File: config.mk
export PLATFORM = sky130hd
export DESIGN_NAME = seg7_scan_decoder
export DESIGN_NICKNAME = d
export VERILOG_FILES = /design/src/rtl/seg7_pkg.sv /design/src/rtl/seg7_pattern_decode.sv /design/src/rtl/seg7_scan_decoder.sv
export SDC_FILE = /design/constraint.sdc
export NUM_CORES = 1
export LEC_CHECK = 0
export CAP_MARGIN = 0
export CORE_MARGIN = 4
export CORE_UTILIZATION = 50
export DETAILED_ROUTE_END_ITERATION = 10
export GPL_TIMING_DRIVEN = 0
export PLACE_DENSITY = 0.82
export REMOVE_ABC_BUFFERS = 1
export SLEW_MARGIN = 20
export SYNTH_ARGS = -nofsm -noshare
export SYNTH_HDL_FRONTEND = slang
export SYNTH_SLANG_ARGS = --single-unit
export TNS_END_PERCENT = 5
File: constraint.sdc
create_clock -name clk -period 7.98 [get_ports clk]
set_input_delay 1.596 -clock clk [delete_from_list [all_inputs] [get_ports clk]]
set_output_delay 1.596 -clock clk [all_outputs]
set_load 0.01 [all_outputs]
File: src/rtl/seg7_pkg.sv
// rtl/seg7_pkg.sv - shared 7-segment pattern constants
package seg7_pkg;

  // Active-low gfedcba patterns for hex digits 0..F, identical to the encoder table
  localparam logic [6:0] SEG_HEX [0:15] = '{
    7'h40, 7'h79, 7'h24, 7'h30, 7'h19, 7'h12, 7'h02, 7'h78,
    7'h00, 7'h10, 7'h08, 7'h03, 7'h46, 7'h21, 7'h06, 7'h0E
  };

  localparam logic [6:0] SEG_BLANK = 7'h7F;
  localparam int         SEG_DP_BIT = 7;

endpackage

File: src/rtl/seg7_pattern_decode.sv
// rtl/seg7_pattern_decode.sv - combinational 7-segment pattern to nibble decoder
module seg7_pattern_decode
  import seg7_pkg::*;
(
  input  logic [6:0] pattern,
  output logic [3:0] nibble,
  output logic       hit,
  output logic       blank
);

  // Search the hex table; patterns are unique so at most one entry matches
  always_comb begin
    nibble = 4'h0;
    hit    = 1'b0;
    for (int i = 0; i < 16; i++) begin
      if (pattern == SEG_HEX[i]) begin
        nibble = 4'(i);
        hit    = 1'b1;
      end
    end
    blank = (pattern == SEG_BLANK);
  end

endmodule

File: src/rtl/seg7_scan_decoder.sv
// rtl/seg7_scan_decoder.sv - multiplexed 7-segment bus monitor and decoder
module seg7_scan_decoder
  import seg7_pkg::*;
#(
  parameter int STABLE_CYCLES = 4,
  parameter int NUM_DIGITS    = 4
) (
  input  logic                      clk,
  input  logic                      rst_n,
  input  logic [7:0]                seg_in,
  input  logic [NUM_DIGITS-1:0]     an_in,
  input  logic                      err_clr,
  output logic [4*NUM_DIGITS-1:0]   digit_val,
  output logic [NUM_DIGITS-1:0]     digit_valid,
  output logic [NUM_DIGITS-1:0]     dp_out,
  output logic                      upd_strobe,
  output logic [1:0]                upd_idx,
  output logic                      err
);

  localparam int         SW      = NUM_DIGITS + 8;
  localparam logic [7:0] CNT_HIT = 8'(STABLE_CYCLES - 1);

  logic [SW-1:0]           sync1_q, sync1_d, s_q, s_d, s_prev_q, s_prev_d;
  logic [7:0]              cnt_q, cnt_d;
  logic                    armed_q, armed_d;
  logic                    commit;
  logic [4*NUM_DIGITS-1:0] val_q, val_d;
  logic [NUM_DIGITS-1:0]   valid_q, valid_d, dp_q, dp_d;
  logic                    strobe_q, strobe_d;
  logic [1:0]              idx_q, idx_d;
  logic                    err_q, err_d;

  logic [NUM_DIGITS-1:0]   an_s;
  logic [2:0]              n_low;
  logic [1:0]              sel;
  logic                    set_err;
  logic [3:0]              dec_nibble;
  logic                    dec_hit, dec_blank;

  assign an_s = s_q[SW-1:8];

  seg7_pattern_decode u_decode (
    .pattern (s_q[6:0]),
    .nibble  (dec_nibble),
    .hit     (dec_hit),
    .blank   (dec_blank)
  );

  // Synchroniser and stability filter: one commit per run of identical samples
  always_comb begin
    sync1_d  = {an_in, seg_in};
    s_d      = sync1_q;
    s_prev_d = s_q;
    cnt_d    = cnt_q;
    armed_d  = armed_q;
    commit   = 1'b0;
    if (s_q != s_prev_q) begin
      cnt_d   = 8'd1;
      armed_d = 1'b1;
    end else begin
      if (cnt_q != 8'hFF) cnt_d = cnt_q + 8'd1;
      if (armed_q && cnt_q == CNT_HIT) begin
        commit  = 1'b1;
        armed_d = 1'b0;
      end
    end
  end

  // Classify the committed sample and update only the selected digit slot
  always_comb begin
    val_d    = val_q;
    valid_d  = valid_q;
    dp_d     = dp_q;
    idx_d    = idx_q;
    strobe_d = 1'b0;
    set_err  = 1'b0;
    n_low    = 3'd0;
    sel      = 2'd0;
    for (int i = 0; i < NUM_DIGITS; i++) begin
      if (!an_s[i]) begin
        n_low = n_low + 3'd1;
        sel   = 2'(i);
      end
    end
    if (commit && n_low != 3'd0) begin
      if (n_low > 3'd1) begin
        set_err = 1'b1;
      end else begin
        strobe_d    = 1'b1;
        idx_d       = sel;
        dp_d[sel]   = ~s_q[SEG_DP_BIT];
        if (dec_hit) begin
          val_d[4*sel +: 4] = dec_nibble;
          valid_d[sel]      = 1'b1;
        end else begin
          valid_d[sel] = 1'b0;
          if (!dec_blank) set_err = 1'b1;
        end
      end
    end
    err_d = err_q;
    if (err_clr) err_d = 1'b0;
    if (set_err) err_d = 1'b1;
  end

  // State registers; everything clears on reset, including the filter window
  always_ff @(posedge clk or negedge rst_n) begin
    if (!rst_n) begin
      sync1_q  <= '0;
      s_q      <= '0;
      s_prev_q <= '0;
      cnt_q    <= '0;
      armed_q  <= 1'b0;
      val_q    <= '0;
      valid_q  <= '0;
      dp_q     <= '0;
      strobe_q <= 1'b0;
      idx_q    <= 2'd0;
      err_q    <= 1'b0;
    end else begin
      sync1_q  <= sync1_d;
      s_q      <= s_d;
      s_prev_q <= s_prev_d;
      cnt_q    <= cnt_d;
      armed_q  <= armed_d;
      val_q    <= val_d;
      valid_q  <= valid_d;
      dp_q     <= dp_d;
      strobe_q <= strobe_d;
      idx_q    <= idx_d;
      err_q    <= err_d;
    end
  end

  assign digit_val   = val_q;
  assign digit_valid = valid_q;
  assign dp_out      = dp_q;
  assign upd_strobe  = strobe_q;
  assign upd_idx     = idx_q;
  assign err         = err_q;

endmodule

# ---- Word-level counts from Yosys, hierarchy flattened
# Cells that the tools add are included.
dict set report op_classes {
  n_addsub 5
  n_lt_le_gt_ge 3
  n_eq_ne 19
  n_shift 2
  n_mux 57
  bitwise 5
  reduce_logical 10
}
# op n
set op_table {}
lappend op_table {{4-bit 2-to-1 mux} 9}
lappend op_table {{7-bit == test, second input constant} 5}
lappend op_table {{4-bit negator with 34-bit output} 1}
lappend op_table {{4-bit by 34-bit variable shift with 16-bit output, first input constant} 1}
lappend op_table {{4-bit by 34-bit indexed part select with 16-bit output} 1}
lappend op_table {{1-bit 2-to-1 mux} 32}
lappend op_table {{7-bit by 5-bit == test with 1-bit output, second input constant} 3}
lappend op_table {{7-bit by 6-bit == test with 1-bit output, second input constant} 3}
lappend op_table {{3-bit 2-to-1 mux} 7}
lappend op_table {{16-bit bitwise mux} 1}
lappend op_table {{8-bit 2-to-1 mux} 2}
lappend op_table {{7-bit by 2-bit == test with 1-bit output, second input constant} 2}
lappend op_table {{7-bit by 4-bit == test with 1-bit output, second input constant} 2}
lappend op_table {{12-bit inequality test} 1}
lappend op_table {{3-bit by 1-bit adder with 3-bit output, second input constant} 3}
lappend op_table {{8-bit by 1-bit adder with 8-bit output, second input constant} 1}
lappend op_table {{8-bit by 2-bit == test with 1-bit output, second input constant} 1}
lappend op_table {{2-bit 2-to-1 mux} 4}
lappend op_table {{8-bit inequality test, second input constant} 1}
lappend op_table {{7-bit by 3-bit == test with 1-bit output, second input constant} 1}
lappend op_table {{7-bit logical NOT} 1}
lappend op_table {{2-bit nonzero test} 3}
lappend op_table {{4-bit AND} 1}
lappend op_table {{4-bit bitwise mux} 1}
lappend op_table {{other kinds (11)} 14}
dict set report totals {
  regBits 73
  output_inout_bits 28
  wordCells 112
}

# ---- Depth between registers and ports, before layout
# Gate-level depths: netlist of run 1.
dict set report depth {
  word_depth 21
  depth_mapped 11
  depth_no_buf 10
}

# ---- By module
# A second synthesis of run 1 with hierarchy kept.
dict set report hier_totals {
  hier_cells 294
  hier_area_um2 3423.3
}
# module n_inst cells_per_inst area_each_um2 seq_area_each_um2
set by_module_without_submodules {}
lappend by_module_without_submodules {seg7_scan_decoder 1 243 3076.7 1826.8}
lappend by_module_without_submodules {seg7_pattern_decode 1 51 346.6 0.0}

# ---- Worst setup path before layout of run 1
# Ideal clock, no wire load.
dict set report synth_timing {
  kind {register to register}
  startpoint {register s_q[8], in the netlist s_prev_d[8]}
  endpoint {register (tool-made name)}
  setup_time_ns 0.125
  t_arrival_ns 2.455
  t_required_ns 7.855
  setup_slack_ns 5.400
  stages_incl_launch_ff 10
  n_path_buf 0
  synth_period_minus_slack_ns 2.580
  path_cell_list {dfrtp_1 > inv_1 > ha_1 > xnor2_1 > ha_1 > or3_1 > o21ai_2 > nor4b_4 > nand2_1 > mux2_4}
}
# element line_no
set synth_rtl {}
lappend synth_rtl {{start, declared} seg7_scan_decoder.sv:24} ;# logic [SW-1:0] sync1_q, sync1_d, s_q, s_d, s_prev_q, s_prev_d;
lappend synth_rtl {{start signal, assigned} seg7_scan_decoder.sv:111} ;# s_q <= '0;
lappend synth_rtl {{start signal, assigned} seg7_scan_decoder.sv:123} ;# s_q <= s_d;

# ---- Worst setup path after layout of run 1
dict set report layout_timing {
  startpoint {register s_q[8], in the netlist s_prev_d[8]}
  endpoint {register val_q[0], in the netlist digit_val[0]}
}
dict set report layout_via {
  elab_chain_len 10
  elab_cells_between_ends 14
}
# element line_no
set layout_rtl {}
lappend layout_rtl {{1-bit 2-to-1 mux} seg7_scan_decoder.sv:81} ;# if (!an_s[i]) begin
lappend layout_rtl {{3-bit by 1-bit adder with 3-bit output} seg7_scan_decoder.sv:82} ;# n_low = n_low + 3'd1;
lappend layout_rtl {{3-bit 2-to-1 mux} seg7_scan_decoder.sv:81}
lappend layout_rtl {{3-bit by 1-bit adder with 3-bit output} seg7_scan_decoder.sv:82}
lappend layout_rtl {{3-bit 2-to-1 mux} seg7_scan_decoder.sv:81}
lappend layout_rtl {{3-bit by 1-bit adder with 3-bit output} seg7_scan_decoder.sv:82}
lappend layout_rtl {{3-bit 2-to-1 mux} seg7_scan_decoder.sv:81}
lappend layout_rtl {{3-bit by 1-bit greater-than comparator with 1-bit output or 3-bit nonzero test (tied branches)} {seg7_scan_decoder.sv:87, seg7_scan_decoder.sv:86}}
lappend layout_rtl {{1-bit inverter (no line) or 1-bit logical AND (tied branches)} -}
lappend layout_rtl {{3-bit AND reduction (no line) *} -}
lappend layout_rtl {{end signal, assigned} seg7_scan_decoder.sv:127} ;# val_q <= val_d;
lappend layout_rtl {{end, declared} seg7_scan_decoder.sv:28} ;# logic [4*NUM_DIGITS-1:0] val_q, val_d;
# Mark *: on every way between the ends. The rest lies on a longest branch, timed or not.
# A chain may end at the register's enable or synchronous reset.

==> impl_metrics.csv, run 1 <==
group,metric,value,unit
global_routing,antenna_found_initial,0,
detailed_routing,postRouteAntennaNets,0,
finish,fin_nets,336,
critical_path,cp-end-kind,"register",
timing,skew,0.00983,ns
finish,n_fill_cell,475,
timing,rsz0062_at_grt,"false",
job,cap_viol_max_count,0,
clock_tree,numCtsBuffers,9,
global_routing,grt_max_degree,53,
critical_path,cp-start-kind,"register",
floorplan,ios,43,
synthesis,yosysUniqueCellTypes,51,
clock_tree,cts.clk_slew.worst_paths,0.08,ns
critical_path,worstSetupPathType,"register to register",
detailed_routing,viasPerCell,5.52,
critical_path,rrSetupSlack,4.69,ns
finish,antenna_cells,0,
timing,setup_tns,0,ns
floorplan,die_y,88.9,um
global_routing,grt_pass1_wl,9.83,mm
finish,layout_commonest_cell,"dfrtp_1",
finish,area_growth_syn_to_layout,20.7,%
floorplan,rows,29,
synthesis,syn-instance-count,268,
detailed_routing,num_vias,2171,
critical_path,arrival,3.52,ns
global_routing,globalRouteTotalUtil,16.3,%
clock_tree,cts_buffer_depth,2,
place,dp_hpwl,4.01,mm
critical_path,cp_max_fo,12,
finish,drive_above_1_share,10.1,%
synthesis,synth_ff_type,"dfrtp_1",
min_path,min_path_type,"register to register",
timing,period_needed,3.29,ns
floorplan,die-area,0.00791,sq mm
power_and_ir_drop,power,0.722,mW
synthesis,ys_top_cells_by_area,"dfrtp_1 (56%), o2bb2ai_1 (4.5%), xor2_1 (4.0%)",
clock_tree,post-cts-setup-buffer-count,0,
synthesis,synth-seq-cells,73,
detailed_routing,drc,0,
place,place_congestion,0.839,
critical_path,required,8.21,ns
place,port_buffers,42,
timing,hold_viol_final,0,
floorplan,core-area,0.00635,sq mm
synthesis,netlist_area,0.00327,sq mm
power_and_ir_drop,power_density,183,mW/mm^2
synthesis,synth.top_cell.area_share,55.8,%
timing,fmax,0.304,GHz
run_status,status,"completed",
floorplan,fp.dieW,88.9,um
clock_tree,cts_tree,"yes",
synthesis,synthArstFlopShare,100,%
clock_tree,htreeDepth,3,
finish,final_cell_mix,"dfrtp_1 (73), clkdlybuf4s50_1 (41), nand2_1 (18), o2bb2ai_1 (17), xor2_1 (15)",
clock_tree,hold_buffers,0,
synthesis,synth-edff-count,0,
clock_tree,cts_root_buffer,"clkbuf_8",
synthesis,synth_top_area_cell,"dfrtp_1",
floorplan,start_util,51.6,%
timing,slew_violations,0,
synthesis,ys_seq_area_share,55.8,%
power_and_ir_drop,p_leak,1.66,nW
detailed_routing,drt-initial-drc-count,111,
timing,tightest_slew,0.899,ns
clock_tree,clk-insertion-delay-late,0.34,ns
power_and_ir_drop,ir_drop,0.000133,V
timing,finalSetupViolCount,0,
clock_tree,cts.sinks,73,
synthesis,yosysWarnings,0,
global_routing,grt_pass1_vias,2129,
detailed_routing,totalWireLength,5.62,mm
place,dp_cells,377,
detailed_routing,dr.pass1.iters,4,
detailed_routing,avgRoutedWirePerCell,14.3,um
clock_tree,ctsResizeCount,0,
finish,stdcell_count,393,
synthesis,postSynthAreaPerCell,12.2,sq um
global_routing,grt_remaining_overflow,0,
timing,period_share,41.2,%
timing,relSlewSlack,39.9,%
routing by layer:
layer,GRT usage [%],vias up,wire [um]
met4,8.79,0,136
met2,25.1,48,2640
met3,3.50,14,279
met1,21.5,1053,2560
met5,0,-,0
li1,-,1056,-
state kept, by name, summed over array words and instances (netlist names), named ones only:
register and flops:
armed_q 1, dp_out 4, digit_val 16, err 1, upd_strobe 1, s_prev_q 12, s_d 12, upd_idx 2
s_prev_d 12, cnt_q 8
Yosys cell counts, drive strengths merged (3+ instances only):
library cell,n
ha,10
a211oi,3
nand2,18
o21ai,4
a21oi,5
or3,3
nor4b,4
nand4b,3
xnor2,5
nand4,4
mux2,4
dfrtp,73
nor3,6
buf,8
o2bb2ai,17
mux2i,4
nor2,14
inv,10
xor2,15
clkbuf,3
nand3,14
nor4,6
nand2b,5
worst paths after layout:
check                       startpoint             to  cells past startpoint
setup / recovery           s_prev_d[8]   digit_val[0]                      9
hold / removal                  s_d[0]    s_prev_d[0]                      0
setup reg to reg           s_prev_d[8]   digit_val[0]                      9
hold reg to reg                 s_d[0]    s_prev_d[0]                      0
max in group asynchronous        rst_n    s_prev_q[5]                      2
min in group asynchronous        rst_n  digit_val[11]                      1
layout make-up:
| type | instances | area (sq um) | area share, % |
|---|---|---|---|
| clock buffer | 9 | 124 | 3.13 |
| clock inverter | 7 | 71.3 | 1.80 |
| multi-input combinational | 174 | 1350 | 34.2 |
| sequential | 73 | 1830 | 46.2 |
| inverter | 10 | 37.5 | 0.950 |
| timing repair buffer | 43 | 445 | 11.3 |
| tap | 77 | 96.3 | 2.44 |
cell families after synthesis:
family | share of synthesized area, %
buffers and inverters | 3.17
XOR/XNOR | 5.35
adder cells (fa/ha/maj) | 3.82
multiplexers | 3.06
AND/OR/NAND/NOR | 18.7
flip-flops | 55.8
AO/OA/AOI/OAI | 10.1
metrics by stage:
step | utilization [%] | hold WS, ns | setup WS, ns | area [sq um]
CTS | 62.2 | 0.352 | 4.65 | 3950
global placement | 58.7 | 0.331 | 2.95 | 3720
detailed placement | 59.2 | 0.335 | 4.66 | 3760
floorplan | - | 0.331 | 4.75 | 3210
global route | 62.2 | 0.356 | 4.48 | 3950
finish | 62.2 | 0.349 | 4.69 | 3950
power breakdown:
group	total, mW	switching [mW]	leakage (nW)	internal (mW)
logic	0.0515	0.0286	0.647	0.0229
clock network	0.282	0.138	0.0912	0.144
registers	0.389	0.0106	0.926	0.379
total	0.722	0.177	1.66	0.545
critical path, stage by stage, from the launching register on:
cell,delay [ns]
dfrtp_1,0.40
inv_1,0.06
ha_1,0.32
xnor2_1,0.30
ha_1,0.30
or3_1,0.37
o21ai_2,0.17
nor3b_4,0.75
nand3_1,0.28
o2bb2ai_1,0.21
Note: power is estimated with default switching activity, not from simulation.
==> run 2: changes to the inputs <==
--- a/config.mk
+++ b/config.mk
@@ -7,10 +7,10 @@
 export LEC_CHECK = 0
 export CAP_MARGIN = 0
 export CORE_MARGIN = 4
-export CORE_UTILIZATION = 50
+export CORE_UTILIZATION = 49
 export DETAILED_ROUTE_END_ITERATION = 10
 export GPL_TIMING_DRIVEN = 0
-export PLACE_DENSITY = 0.82
+export PLACE_DENSITY = 0.84
 export REMOVE_ABC_BUFFERS = 1
 export SLEW_MARGIN = 20
 export SYNTH_ARGS = -nofsm -noshare
==> constraint.sdc (replaced) <==
create_clock -name clk -period 2.95 [get_ports clk]
set_input_delay 0.59 -clock clk [delete_from_list [all_inputs] [get_ports clk]]
set_output_delay 0.59 -clock clk [all_outputs]
set_load 0.01 [all_outputs]
==> run 2 against run 1 <==
Against the previous run: total power grew to 2.8 times the previous value; clock skew is 0.0024 ns higher; utilization is 0.41 points higher; critical path type unchanged; wire length is 9.3% higher; sequential power grew to 2.7 times the previous value; non-clock buffer count is 6 higher; die area is 1.9% higher; critical path depth stayed put; worst hold slack worse by 0.23 ns; first-iteration DRC count is 0.90% higher; final cell count is 1.5% higher; register-to-register slack worse by 4.5 ns.
==> impl_metrics.csv, run 2 (synthesis results as in run 1) <==
group,metric,value,unit
floorplan,core-area,0.00642,sq mm
floorplan,ios,43,
global_routing,grt_pass1_wl,10.6,mm
critical_path,required,3.18,ns
detailed_routing,num_vias,2250,
critical_path,cp-start-kind,"register",
timing,fmax,0.364,GHz
power_and_ir_drop,internal_power,1.55,mW
finish,antenna_cells,0,
timing,hold_viol_final,0,
clock_tree,cts_tree,"yes",
floorplan,die_y,89.7,um
critical_path,rrSetupSlack,0.20,ns
critical_path,arrival,2.98,ns
critical_path,cp-end-kind,"register",
timing,skew,0.0122,ns
detailed_routing,wl_met1,2.68,mm
finish,layout_commonest_cell,"dfrtp_1",
timing,finalWorstSetupSlack,0.200,ns
min_path,min_path_type,"primary input to asynchronous set/reset pin",
power_and_ir_drop,sw_frac_of_total,23.1,%
timing,rsz0062_at_grt,"true",
job,cap_viol_max_count,0,
place,dp_hpwl,4.24,mm
global_routing,antenna_found_initial,0,
timing,finalSetupViolCount,0,
critical_path,cp_max_fo,4,
power_and_ir_drop,ir_drop,0.000281,V
clock_tree,cts.sinks,73,
floorplan,rows,29,
power_and_ir_drop,power,2.02,mW
critical_path,worstSetupPathType,"register to register",
detailed_routing,totalWireLength,6.15,mm
detailed_routing,postRouteAntennaNets,0,
critical_path,reg2reg_depth,9,
clock_tree,htreeDepth,3,
detailed_routing,wl_met3,324,um
timing,period_share,93.2,%
power_and_ir_drop,power_density,501,mW/mm^2
clock_tree,hold_buffers,0,
detailed_routing,dr.pass1.iters,5,
global_routing,grt_pass1_vias,2187,
place,dp_cells,377,
clock_tree,cts.clk_slew.worst_paths,0.07,ns
critical_path,r2r_start,"s_prev_d[8]",
floorplan,die-area,0.00805,sq mm
clock_tree,clk-insertion-delay-late,0.35,ns
clock_tree,cts_root_buffer,"clkbuf_8",
finish,stdcell_count,399,
timing,period_needed,2.75,ns
power_and_ir_drop,p_comb_share,7.1,%
timing,relSlewSlack,47.3,%
run_status,status,"completed",
power_and_ir_drop,p_leak,1.72,nW
detailed_routing,avgRoutedWirePerCell,15.4,um
power_and_ir_drop,clockPowerShare,40.5,%
floorplan,start_util,51.0,%
finish,fin_nets,342,
global_routing,grt_max_degree,53,
power_and_ir_drop,seq_power_share,52.3,%
timing,tightest_slew,0.784,ns
place,place_congestion,0.848,
power_and_ir_drop,switchingPower,0.466,mW
place,port_buffers,42,
clock_tree,cts_buffer_depth,2,
finish,largest_reg_flops,16,
floorplan,fp.dieW,89.7,um
global_routing,globalRouteTotalUtil,16.4,%
global_routing,grt_remaining_overflow,0,
finish,final_cell_mix,"dfrtp_1 (72), clkdlybuf4s50_1 (41), nand2_1 (18), o2bb2ai_1 (17), xor2_1 (15)",
timing,slew_violations,0,
detailed_routing,topRoutingLayerUsed,"met4",
detailed_routing,drc,0,
detailed_routing,drt-initial-drc-count,112,
clock_tree,numCtsBuffers,9,
finish,area_growth_syn_to_layout,22.9,%
place,place_ws,-0.391,ns
detailed_routing,viasPerCell,5.64,
finish,drive_above_1_share,12.1,%
detailed_routing,wl_met2,2.97,mm
==> run 2: cell count changes in the layout (fill, tap and decap cells not counted), sizes merged <==
cell / before / now
clkinvlp: 3 / 0
clkinv: 3 / 1
clkbuf: 9 / 14
buf: 2 / 8
==> run 2: worst max path at each step <==
stage | cells after the start | to | start
5_1_grt | 9 | register | s_prev_d[8]
2_1_floorplan | 9 | digit_val[0] | s_prev_d[8]
6_report | 9 | register | s_prev_d[8]
4_1_cts | 10 | digit_val[13] | s_prev_d[9]
3_3_place_gp | 1 | digit_val[5] | rst_n
3_5_place_dp | 9 | digit_val[0] | s_prev_d[9]
==> run 2: layout make-up <==
| cell class | count | area (sq um) |
|---|---|---|
| fill | 491 | 2400 |
| timing repair buffer | 49 | 490 |
| inverter | 10 | 37.5 |
| clock inverter | 2 | 35.0 |
| clock buffer | 14 | 173 |
| multi-input combinational | 174 | 1360 |
| tap | 77 | 96.3 |
| sequential | 73 | 1830 |
==> run 2: timing repair <==
item	in CTS	in global routing
endpoints found under the setup margin	18	26
setup buffers	5	1
gates resized for setup	0	3
==> run 2: metrics by stage <==
stage	setup TNS, ns	cell area (sq um)	hold WS (ns)	utilization [%]
floorplan	-2.78	3210	0.294	-
global placement	-83.87	3720	0.332	58.0
detailed placement	-4.67	3760	0.336	58.5
CTS	0	4000	0.120	62.3
global route	0	4020	0.134	62.6
finish	0	4020	0.123	62.6
==> run 2: critical path, stage by stage (launching register included) <==
cell and delay (ns):
dfrtp_1 0.40, inv_1 0.06, ha_1 0.34, xnor2_2 0.23
ha_1 0.29, or3_1 0.36, o21ai_2 0.16, nor4b_4 0.32
nand2_1 0.17, mux2_4 0.32
==> run 2: metal layers <==
layer	GRT usage, %	vias to the layer above
met4	8.81	0
met2	26.1	74
met1	20.8	1092
met5	0	-
li1	-	1068
met3	3.76	16
==> run 2: power groups by stage <==
stage / sequential [mW] / combinational [mW] / clock (mW)
final: 1.05 / 0.144 / 0.817
after global routing: 1.06 / 0.162 / 0.876
after CTS: 1.05 / 0.144 / 0.832
after detailed placement: 1.07 / 0.143 / 0
after global placement: 1.07 / 0.132 / 0
after floorplan: 1.07 / 0.0825 / 0
